===== src/rtl/shift_reg_pkg.sv =====
// -----------------------------------------------------------------------------
// shift_reg_pkg
//   Shared definitions for the sequential shift/rotate register:
//     - operation encodings carried on the 3-bit op field
//     - controller state type
//     - helper that derives the default shift-amount field width
//     - helper that classifies an op as one that takes per-clock steps
// -----------------------------------------------------------------------------
package shift_reg_pkg;

    // Operation encodings. Codes 6 and 7 are reserved and behave as a no-op
    // that still returns a completion pulse.
    localparam logic [2:0] OP_LOAD = 3'd0;
    localparam logic [2:0] OP_SHL  = 3'd1;
    localparam logic [2:0] OP_SHR  = 3'd2;
    localparam logic [2:0] OP_ROL  = 3'd3;
    localparam logic [2:0] OP_ROR  = 3'd4;
    localparam logic [2:0] OP_ASR  = 3'd5;

    typedef enum logic {
        ST_IDLE = 1'b0,
        ST_RUN  = 1'b1
    } state_e;

    // The amount field is one bit wider than needed to address a bit, so a
    // full-width (or longer) shift can be requested in a single command.
    function automatic int cnt_w_f(input int width);
        return $clog2(width) + 1;
    endfunction

    // True for the ops that walk the word one position per clock.
    function automatic logic is_step_op(input logic [2:0] op);
        return (op >= OP_SHL) && (op <= OP_ASR);
    endfunction

endpackage


===== src/rtl/shift_reg_seq_step.sv =====
// -----------------------------------------------------------------------------
// shift_step
//   Combinational one-position stepper. WIDTH-generic form of the older
//   8-bit left/right shifter, extended with rotate and arithmetic modes.
//
//   Ports:
//     q_i        current register word
//     op_i       operation code (shift_reg_pkg encodings)
//     sin_i      fill bit for logical shifts
//     q_next_o   word after one step
//     bit_out_o  bit leaving the word on this step
//
//   LOAD and the reserved codes pass the word through untouched; the
//   controller never clocks the stepper result in for those codes anyway.
// -----------------------------------------------------------------------------
module shift_step
    import shift_reg_pkg::*;
#(
    parameter int WIDTH = 8
) (
    input  logic [WIDTH-1:0] q_i,
    input  logic [2:0]       op_i,
    input  logic             sin_i,
    output logic [WIDTH-1:0] q_next_o,
    output logic             bit_out_o
);

    always_comb begin
        q_next_o  = q_i;
        bit_out_o = 1'b0;
        case (op_i)
            OP_SHL: begin
                q_next_o  = {q_i[WIDTH-2:0], sin_i};
                bit_out_o = q_i[WIDTH-1];
            end
            OP_SHR: begin
                q_next_o  = {sin_i, q_i[WIDTH-1:1]};
                bit_out_o = q_i[0];
            end
            OP_ROL: begin
                q_next_o  = {q_i[WIDTH-2:0], q_i[WIDTH-1]};
                bit_out_o = q_i[WIDTH-1];
            end
            OP_ROR: begin
                q_next_o  = {q_i[0], q_i[WIDTH-1:1]};
                bit_out_o = q_i[0];
            end
            OP_ASR: begin
                // Sign bit is replicated, so repeated steps saturate to all-sign.
                q_next_o  = {q_i[WIDTH-1], q_i[WIDTH-1:1]};
                bit_out_o = q_i[0];
            end
            default: begin
                q_next_o  = q_i;
                bit_out_o = 1'b0;
            end
        endcase
    end

endmodule


===== src/rtl/shift_reg_seq.sv =====
// -----------------------------------------------------------------------------
// shift_reg_seq
//   Multi-cycle shift/rotate register with a start/busy/done handshake.
//   Holds a WIDTH-bit word and performs parallel load, logical shift, rotate
//   or arithmetic shift by a programmable amount, one position per clock.
//
//   Ports:
//     clk    rising-edge clock
//     reset  asynchronous, active-high reset
//     start  command strobe, only looked at while idle
//     op     operation code (see shift_reg_pkg)
//     amt    number of single-position steps
//     sin    fill bit for SHL/SHR
//     din    parallel load value
//     q      register contents
//     sout   last bit shifted or rotated out
//     busy   operation in progress
//     done   one-cycle completion pulse
//
//   state   | meaning
//   --------+------------------------------------------------------------
//   ST_IDLE | waiting for start; LOAD / zero-step commands finish here
//   ST_RUN  | stepping once per clock until the step counter reaches 0
//
//   Every output comes straight from a flop; busy is the RUN state bit.
// -----------------------------------------------------------------------------
module shift_reg_seq
    import shift_reg_pkg::*;
#(
    parameter int WIDTH = 8,
    parameter int CNT_W = cnt_w_f(WIDTH)
) (
    input  logic             clk,
    input  logic             reset,
    input  logic             start,
    input  logic [2:0]       op,
    input  logic [CNT_W-1:0] amt,
    input  logic             sin,
    input  logic [WIDTH-1:0] din,
    output logic [WIDTH-1:0] q,
    output logic             sout,
    output logic             busy,
    output logic             done
);

    state_e             state_q, state_d;
    logic [CNT_W-1:0]   cnt_q,   cnt_d;
    logic [2:0]         op_q,    op_d;
    logic               sin_q,   sin_d;
    logic [WIDTH-1:0]   q_q,     q_d;
    logic               sout_q,  sout_d;
    logic               done_q,  done_d;

    logic [WIDTH-1:0]   step_q;
    logic               step_bit;

    // The stepper always works from the latched command, so op/sin may
    // change freely while a command is running.
    shift_step #(
        .WIDTH (WIDTH)
    ) u_step (
        .q_i       (q_q),
        .op_i      (op_q),
        .sin_i     (sin_q),
        .q_next_o  (step_q),
        .bit_out_o (step_bit)
    );

    always_ff @(posedge clk or posedge reset) begin
        if (reset) begin
            state_q <= ST_IDLE;
            cnt_q   <= '0;
            op_q    <= OP_LOAD;
            sin_q   <= 1'b0;
            q_q     <= '0;
            sout_q  <= 1'b0;
            done_q  <= 1'b0;
        end else begin
            state_q <= state_d;
            cnt_q   <= cnt_d;
            op_q    <= op_d;
            sin_q   <= sin_d;
            q_q     <= q_d;
            sout_q  <= sout_d;
            done_q  <= done_d;
        end
    end

    always_comb begin
        state_d = state_q;
        cnt_d   = cnt_q;
        op_d    = op_q;
        sin_d   = sin_q;
        q_d     = q_q;
        sout_d  = sout_q;
        done_d  = 1'b0;

        case (state_q)
            ST_IDLE: begin
                if (start) begin
                    op_d  = op;
                    sin_d = sin;
                    if (op == OP_LOAD) begin
                        q_d    = din;
                        done_d = 1'b1;
                    end else if (is_step_op(op) && (amt != '0)) begin
                        cnt_d   = amt;
                        state_d = ST_RUN;
                    end else begin
                        // Zero-step shift or reserved code: acknowledge only.
                        done_d = 1'b1;
                    end
                end
            end

            ST_RUN: begin
                q_d    = step_q;
                sout_d = step_bit;
                cnt_d  = cnt_q - CNT_W'(1);
                // Leaving on the last step makes done rise exactly as busy falls,
                // and leaves the done cycle idle so a new start is taken there.
                if (cnt_q == CNT_W'(1)) begin
                    state_d = ST_IDLE;
                    done_d  = 1'b1;
                end
            end

            default: begin
                state_d = ST_IDLE;
            end
        endcase
    end

    assign q    = q_q;
    assign sout = sout_q;
    assign busy = (state_q == ST_RUN);
    assign done = done_q;

endmodule


===== config.mk =====
export PLATFORM = sky130hd
export DESIGN_NAME = shift_reg_seq
export DESIGN_NICKNAME = d
export VERILOG_FILES = /design/src/rtl/shift_reg_pkg.sv /design/src/rtl/shift_reg_seq_step.sv /design/src/rtl/shift_reg_seq.sv
export SDC_FILE = /design/constraint.sdc
export NUM_CORES = 1
export LEC_CHECK = 0
export CAP_MARGIN = 10
export CORE_MARGIN = 8
export CORE_UTILIZATION = 43
export CTS_CLUSTER_SIZE = 8
export DETAILED_ROUTE_END_ITERATION = 10
export PLACE_DENSITY = 0.87
export SLEW_MARGIN = 15
export SYNTH_ARGS = -nofsm -noshare
export SYNTH_HDL_FRONTEND = slang
export SYNTH_SLANG_ARGS = --single-unit

===== constraint.sdc =====
create_clock -name clk -period 1.71 [get_ports clk]
set_input_delay 0.342 -clock clk [delete_from_list [all_inputs] [get_ports clk]]
set_output_delay 0.342 -clock clk [all_outputs]
set_load 0.005 [all_outputs]

# Word level (Yosys, flattened, before mapping)
# Index checks and enable logic that the tools add are counted.
[classes]
n_mux = 19
n_reduce_logical = 10
n_lt_le_gt_ge = 2
eq_ne = 13
add_sub_neg = 1
n_bitwise = 1
[ops]
columns = ["op", "count"]
rows = [
  ["one-hot mux 8 bit (5 select lines)", 1],
  ["two-way mux 8 bit", 2],
  ["one-hot mux 8 bit (2 select lines)", 1],
  ["two-way mux 4 bit", 3],
  ["inequality test 2 bit, second input constant", 5],
  ["two-way mux 1 bit", 8],
  ["one-hot mux 4 bit (2 select lines)", 1],
  ["equality test 3 x 2 -> 1 bit, second input constant", 2],
  ["equality test 3 bit, second input constant", 2],
  ["inequality test 6 x 1 -> 1 bit, second input constant", 1],
  ["one-hot mux 1 bit (2 select lines)", 3],
  ["AND reduction 3 bit", 2],
  ["inequality test 5 x 1 -> 1 bit, second input constant", 1],
  ["equality test 4 x 1 -> 1 bit, second input constant", 1],
  ["AND reduction 4 bit", 1],
  ["nonzero test 4 bit", 1],
  ["subtractor 4 x 1 -> 4 bit, second input constant", 1],
  ["equality test 3 x 1 -> 1 bit, second input constant", 1],
  [">= comparator 3 x 1 -> 1 bit, second input constant", 1],
  ["less-or-equal comparator 3 bit, second input constant", 1],
  ["logical NOT 3 bit", 1],
  ["OR reduction 3 bit", 1],
  ["logical AND 1 bit", 2],
  ["AND reduction 2 bit", 1],
  ["2 further kinds", 2],
]
[totals]
word_cells = 54
input_bits = 19
out_inout_bits = 11
ff_bits = 19

# Depth between registers and ports, before layout
# Gate-level depths: netlist (run 1).
[depth]
ltp_word = 7
depth_mapped = 5
depth_no_buf = 5

# Cells and area by module
# A second synthesis (run 1) with hierarchy kept.
[hier_totals]
hier_cells = 122
area_unflattened_um2 = 1239.9
[by_module_without_submodules]
columns = ["module", "instances", "area_each_um2", "cells_per_inst", "seq_area_each_um2"]
rows = [
  ["shift_reg_seq", 1, 975.9, 75, 475.5],
  ["shift_step", 1, 264.0, 47, 0.0],
]

# Worst setup path before layout (run 1)
# No wires, ideal clock.
[synth_path]
kind = "flip-flop to flip-flop"
startpoint = "reg op_q[0]"
endpoint = "reg q_q[0] (netlist: q[0])"
path_slack_ns = 0.081
t_arrival_ns = 1.504
setup_time_ns = 0.125
synth_period_minus_slack_ns = 1.629
path_buffers = 1
path_stages_with_launch = 5
required_ns = 1.585
cell_sequence = "dfrtp_1 > buf_6 > or3_4 > a32oi_4 > mux2_4"
[synth_via]
elab_chain_cells = 3
elab_cells_between_ends = 9
cone_classes = "6 x eq/ne; 2 x mux; 1 x reduce/logical"
[synth_lines]
columns = ["item", "line_no", "source"]
rows = [
  ["from (decl)", "shift_reg_seq.sv:48", "logic [2:0] op_q, op_d;"],
  ["from (signal assigned)", "shift_reg_seq.sv:81", "op_q <= op_d;"],
  ["equality test 3 bit, or another cell as far along", "shift_reg_seq_step.sv:31", "case (op_i)"],
  ["one-hot mux 8 bit (5 select lines) / inequality test 6 x 1 -> 1 bit (equally long branches)", "-", ""],
  ["one-hot mux 8 bit (2 select lines) / AND reduction 3 bit (equally long branches)", "-", ""],
  ["to (signal assigned)", "shift_reg_seq.sv:83", "q_q <= q_d;"],
  ["to (decl)", "shift_reg_seq.sv:50", "logic [WIDTH-1:0] q_q, q_d;"],
]
# Parallel ways exist; a longest one is shown, timed or not.
# A chain may end at the register's enable or synchronous reset.

# Final worst setup path (run 1)
# Ends and elaborated chain as after synthesis.

==> results of run 1 <==
-- flip-flops by register name, indices dropped and copies added, names as in the netlist --
register,count
op_q,3
q,8
sin_q,1
sout,1
cnt_q,4
busy,1
done,1
-- logic make-up (layout without fill, tap and decap cells) --
kind of cell | count (synthesis) | in the layout
XOR/XNOR | 1 | 1
AO/OA/AOI/OAI | 36 | 36
multiplexers | 5 | 5
buffers and inverters | 9 | 54
AND/OR/NAND/NOR | 48 | 48
flip-flops | 19 | 19
adder cells (fa/ha/maj) | 2 | 2
-- worst max-delay path, delay by kind of cell, from the launching register on --
kind            cells  cell delay (ns)
simple gates        1             0.43
flops               1             0.42
compound gates      1             0.37
mux                 1             0.33
-- what timing repair did --
| action | CTS | global route |
|---|---|---|
| setup endpoints to repair | 1 | 5 |
| gates resized for setup | 1 | 3 |
| buffers inserted | 1 | 0 |
| pin swaps | 0 | 0 |
-- synthesized netlist by cell type (2+ instances only) --
cell      count  area share [%]
a221oi_1      3             2.3
nor3_1        3             1.3
nand3_1       3             1.3
nor2b_1       4             2.2
nand2_1      19             6.4
o21ai_0       9             4.0
dfrtp_1      19              42
nand2b_1      2             1.1
mux2i_1       3             2.7
a22oi_1      10             6.7
ha_1          2             2.2
and3_1        2             1.1
nor2_1        7             2.3
inv_1         4             1.3
buf_4         2             1.3
a21oi_1       5             2.2
-- power by group --
group	switching (mW)	leakage, nW	internal [mW]
sequential	0.194	0.235	0.661
combinational	0.729	0.436	0.827
clock	0.136	0.0150	0.0908
total	1.06	0.686	1.58
-- cell type report --
type	instances	area, µm²	share of cell area [%]
clock buffers	4	26.3	1.66
inverters	4	15.0	0.947
multi-input cells	92	607	38.3
flip-flops and latches	19	475	30.0
well taps	30	37.5	2.37
repair buffers	46	424	26.8
-- how the worst min path moves through the flow --
stage	slack, ns	depth (start not counted)	from	end
2_1_floorplan	0.29	1	reset	busy$_DFF_PP0_
3_3_place_gp	0.52	2	sout$_DFFE_PP0P_	sout$_DFFE_PP0P_
3_5_place_dp	0.55	2	sout$_DFFE_PP0P_	sout$_DFFE_PP0P_
4_1_cts	0.36	3	reset	sout$_DFFE_PP0P_
5_1_grt	0.38	3	reset	sout$_DFFE_PP0P_
6_report	0.36	3	reset	sout$_DFFE_PP0P_
-- metal layers --
layer  global-route usage [%]  up-vias  share of wire (%)
met5                        0        -                  0
met4                     6.01        0                1.4
met3                     3.86        7                7.9
met2                     25.9       48                 50
met1                     15.8      545                 40
li1                         -      532                  -
-- metrics by stage --
step	std cells	worst slack, ns
after floorplan	120	0.0809
after global placement	190	-0.197
after detailed placement	190	-0.254
after CTS	195	0.0173
after global routing	195	0.00568
final	195	0.0537
==> flow_metrics.env, run 1 <==
export IMPL_wire_per_inst_um=15.4
export IMPL_placementRows=18
export IMPL_gp_congestion=0.916
export IMPL_endpoint="q[0]$_DFFE_PP0P_"
export IMPL_cts_hold_buffers=0
export IMPL_vias_per_cell=5.81
export IMPL_yosysWarnings=0
export IMPL_crit_arrival_ns=1.85
export IMPL_diodes=0
export IMPL_die_w_um=67.1
export IMPL_holdWs_ns=0.361
export IMPL_cp_cell_sequence="or3_4 > a32oi_4 > mux2_4"
export IMPL_cp_max_fo=7
export IMPL_synth_simple_area_share_pct=21.5
export IMPL_synthAdderAreaFrac_pct=2.23
export IMPL_finalSetupTns_ns=0
export IMPL_grt_first_pass_wirelength_um=5220
export IMPL_clock_fmax_mhz=604
export IMPL_clkSinkCount=19
export IMPL_synth_edf_count=0
export IMPL_syn_area_per_cell_um2=9.34
export IMPL_start_kind="flip-flop"
export IMPL_cts_max_path_buffers=2
export IMPL_vdd_drop_max_mv=0.966
export IMPL_min_period_ns=1.66
export IMPL_antenna_found_initial=0
export IMPL_ff2ff_setup_slack_ns=0.05
export IMPL_crit_slowest_cell="or3_4"
export IMPL_drc=0
export IMPL_async_flop_share_pct=100
export IMPL_worst_setup_path_type="flip-flop to flip-flop"
export IMPL_tightest_slew_ns=0.330
export IMPL_syn2layout_area_growth_pct=41.4
export IMPL_cts_tree="yes"
export IMPL_setup_violations=0
export IMPL_first_pass_iters=4
export IMPL_cts_buffers_inserted=3
export IMPL_finalHoldViolCount=0
export IMPL_drt_first_iter_violations=60
export IMPL_max_cap_violations=0
export IMPL_synth_cells=120
export IMPL_syn_area_um2=1120
export IMPL_synth_xor_area_share_pct=0.781
export IMPL_ys_ff_latch=19
export IMPL_dpl_cell_area_um2=1530
export IMPL_final_util_pct=64.0
export IMPL_startpoint="op_q[0]$_DFFE_PP0P_"
export IMPL_p_leak_nw=0.686
export IMPL_dp_hpwl_um=2400
export IMPL_synth_distinct_cells=39
export IMPL_finalCritPeriodShare_pct=96.9
export IMPL_status="finished clean"
export IMPL_reg2reg_from="op_q[0]$_DFFE_PP0P_"
export IMPL_final_common_cell="clkdlybuf4s50_1"
export IMPL_cts_htree_levels=1
export IMPL_drive_above_1_share_pct=17.0
export IMPL_drv_slew=0
export IMPL_synth_top_family_by_area="compound AO/OA/AOI/OAI gates"
export IMPL_slowest_delay_ns=0.43
export IMPL_grt_util_all_layers_pct=14.5
export IMPL_r2r_end="q[0]$_DFFE_PP0P_"
export IMPL_synth_ff_type="dfrtp_1"
export IMPL_clock_latency_ns=0.29
export IMPL_synth_compound_area_share_pct=23.5
export IMPL_total_power_mw=2.64
export IMPL_yosysSeqAreaShare_pct=42.4
export IMPL_num_fill_cells=218
export IMPL_dieHeight_um=67.1
export IMPL_hold_path_class="input pin to asynchronous set/reset pin"
export IMPL_grt_max_degree=20
export IMPL_synthMuxAreaShare_pct=5.02
export IMPL_path_clk_slew_ns=0.11
export IMPL_root_buffer="clkbuf_4"
export IMPL_initial_utilization_pct=45.3
export IMPL_relSlewSlack_pct=78.0
export IMPL_layout_nets=187
export IMPL_synth_nets=141
export IMPL_core_area_um2=2480
export IMPL_fp_dieArea_um2=4500
export IMPL_worst_clock_skew_ns=0.00180
export IMPL_worstPathRequired_ns=1.90
export IMPL_grt_remaining_overflow=0
export IMPL_io_buffers=29
export IMPL_most_common_layout_cells="clkdlybuf4s50_1 (28), nand2_1 (19), dfrtp_1 (19)"
export IMPL_num_vias=1132
export IMPL_io_pins=30
export IMPL_totalWireLength_um=3010
export IMPL_grt_pass1_vias=1208
export IMPL_rr_worst_depth=3
export IMPL_endpoint_kind="flip-flop"
export IMPL_p_per_area_nw_per_um2=1660
export IMPL_antenna_left=0
export IMPL_rsz0062_at_grt="no"
export IMPL_fin_area_um2=1590
(Power assumes the default switching activity.)
==> run 2: changes to the inputs <==
- PLACE_DENSITY: 0.87 -> 0.77
==> flow_metrics.env, run 2 (synthesis gave the netlist of run 1 again) <==
export IMPL_root_buffer="clkbuf_4"
export IMPL_path_buf_inv=0
export IMPL_gp_congestion=0.792
export IMPL_cts_htree_levels=1
export IMPL_cp_top_family="simple AND/OR/NAND/NOR gates"
export IMPL_totalWireLength_um=3010
export IMPL_antenna_left=0
export IMPL_num_fill_cells=231
export IMPL_worstPathRequired_ns=1.90
export IMPL_die_w_um=67.1
export IMPL_layout_nets=188
export IMPL_wire_per_inst_um=15.4
export IMPL_clock_latency_ns=0.30
export IMPL_rsz0062_at_grt="no"
export IMPL_io_pins=30
export IMPL_num_vias=1100
export IMPL_first_pass_iters=4
export IMPL_vdd_drop_max_mv=1.00
export IMPL_grt_max_degree=20
export IMPL_cts_buffers_inserted=3
export IMPL_min_period_ns=1.65
export IMPL_slowest_delay_ns=0.42
export IMPL_initial_utilization_pct=45.3
export IMPL_dieHeight_um=67.1
export IMPL_multi_input_area_um2=602
export IMPL_start_kind="flip-flop"
export IMPL_grt_pass1_vias=1072
export IMPL_largest_register_ffs=8
export IMPL_drive_above_1_share_pct=17.5
export IMPL_p_per_area_nw_per_um2=1650
export IMPL_grt_remaining_overflow=0
export IMPL_hold_path_class="input pin to asynchronous set/reset pin"
export IMPL_vias_per_cell=5.61
export IMPL_drc=0
export IMPL_total_power_mw=2.62
export IMPL_antenna_found_initial=0
export IMPL_cp_cell_sequence="or3_4 > a32oi_4 > mux2_4"
export IMPL_final_common_cell="clkdlybuf4s50_1"
export IMPL_fp_dieArea_um2=4500
export IMPL_worst_setup_path_type="flip-flop to flip-flop"
export IMPL_diodes=0
export IMPL_drt_first_iter_violations=49
export IMPL_clkSinkCount=19
export IMPL_core_area_um2=2480
export IMPL_relSlewSlack_pct=76.8
export IMPL_crit_slowest_cell="or3_4"
export IMPL_finalHoldViolCount=0
export IMPL_status="finished clean"
export IMPL_setup_violations=0
export IMPL_worst_clock_skew_ns=0.0117
export IMPL_max_cap_violations=0
export IMPL_seq_area_um2=475
export IMPL_cts_max_path_buffers=2
export IMPL_clock_fmax_mhz=607
export IMPL_cts_tree="yes"
export IMPL_finalSetupTns_ns=0
export IMPL_final_util_pct=63.9
export IMPL_endpoint_kind="flip-flop"
export IMPL_crit_arrival_ns=1.84
export IMPL_grt_first_pass_wirelength_um=4970
export IMPL_p_leak_nw=0.689
export IMPL_tightest_slew_ns=0.348
export IMPL_io_buffers=29
export IMPL_dp_hpwl_um=2340
export IMPL_setup_slack_ns=0.0613
export IMPL_most_common_layout_cells="clkdlybuf4s50_1 (29), nand2_1 (19), dfrtp_1 (19)"
export IMPL_placementRows=18
export IMPL_place_ws_ns=-0.224
export IMPL_finalCritPeriodShare_pct=96.4
export IMPL_cp_max_fo=7
export IMPL_path_clk_slew_ns=0.13
export IMPL_syn2layout_area_growth_pct=41.2
export IMPL_drv_slew=0
export IMPL_grt_util_all_layers_pct=14.0
==> run 2: worst paths after layout <==
kind	start	end	slack, ns	depth (start not counted)
worst min register to register	sout$_DFFE_PP0P_	sout$_DFFE_PP0P_	0.55	2
worst min-delay path	reset	cnt_q[3]$_DFFE_PP0P_	0.34	3
max in group asynchronous	reset	q[4]$_DFFE_PP0P_	1.15	3
worst max register to register	op_q[0]$_DFFE_PP0P_	q[0]$_DFFE_PP0P_	0.06	3
min in group clk	sout$_DFFE_PP0P_	sout$_DFFE_PP0P_	0.55	2
worst max-delay path	op_q[0]$_DFFE_PP0P_	q[0]$_DFFE_PP0P_	0.06	3
==> run 2: worst register-to-register path: stages (launching register included) <==
cell and delay (ns):
dfrtp_1 0.40, or3_4 0.42, a32oi_4 0.38, mux2_4 0.34
==> run 2: through the flow <==
step                      hold WS, ns  area [µm²]  cells
after global placement          0.514        1550    192
after CTS                       0.356        1580    196
after floorplan                 0.293        1120    120
after global routing            0.410        1580    196
final                           0.343        1580    196
after detailed placement        0.520        1550    192
==> run 2: repair_timing <==
action,in CTS,in global routing
hold buffers,0,0
resized for setup,0,2
buffers inserted,0,0
setup endpoints to repair,0,2
==> run 2: power breakdown <==
group	internal [mW]	switching, mW	total, mW
Clock	0.0870	0.151	0.238
Sequential	0.660	0.206	0.866
Combinational	0.810	0.703	1.51
==> run 2: per-layer routing <==
| layer | vias to the layer above | routed length, µm | track usage, % |
|---|---|---|---|
| li1 | 535 | - | - |
| met4 | 0 | 31 | 4.70 |
| met3 | 4 | 206 | 3.02 |
| met1 | 529 | 1250 | 17.1 |
| met5 | - | 0 | 0 |
| met2 | 32 | 1520 | 23.5 |
==> run 2: final cells by class <==
type / count / area share, %
Inverter: 4 / 0.949
Timing Repair Buffer: 47 / 26.9
Sequential cell: 19 / 30.0
Clock inverter: 1 / 0.316
Clock buffer: 3 / 1.42
Multi-Input combinational cell: 92 / 38.0
Tap cell: 30 / 2.37
==> run 3: changes to the inputs <==
- SLEW_MARGIN: 15 -> 10
==> results of run 3 <==
The final DEF is identical to that of run 2; final timing and power are the same.
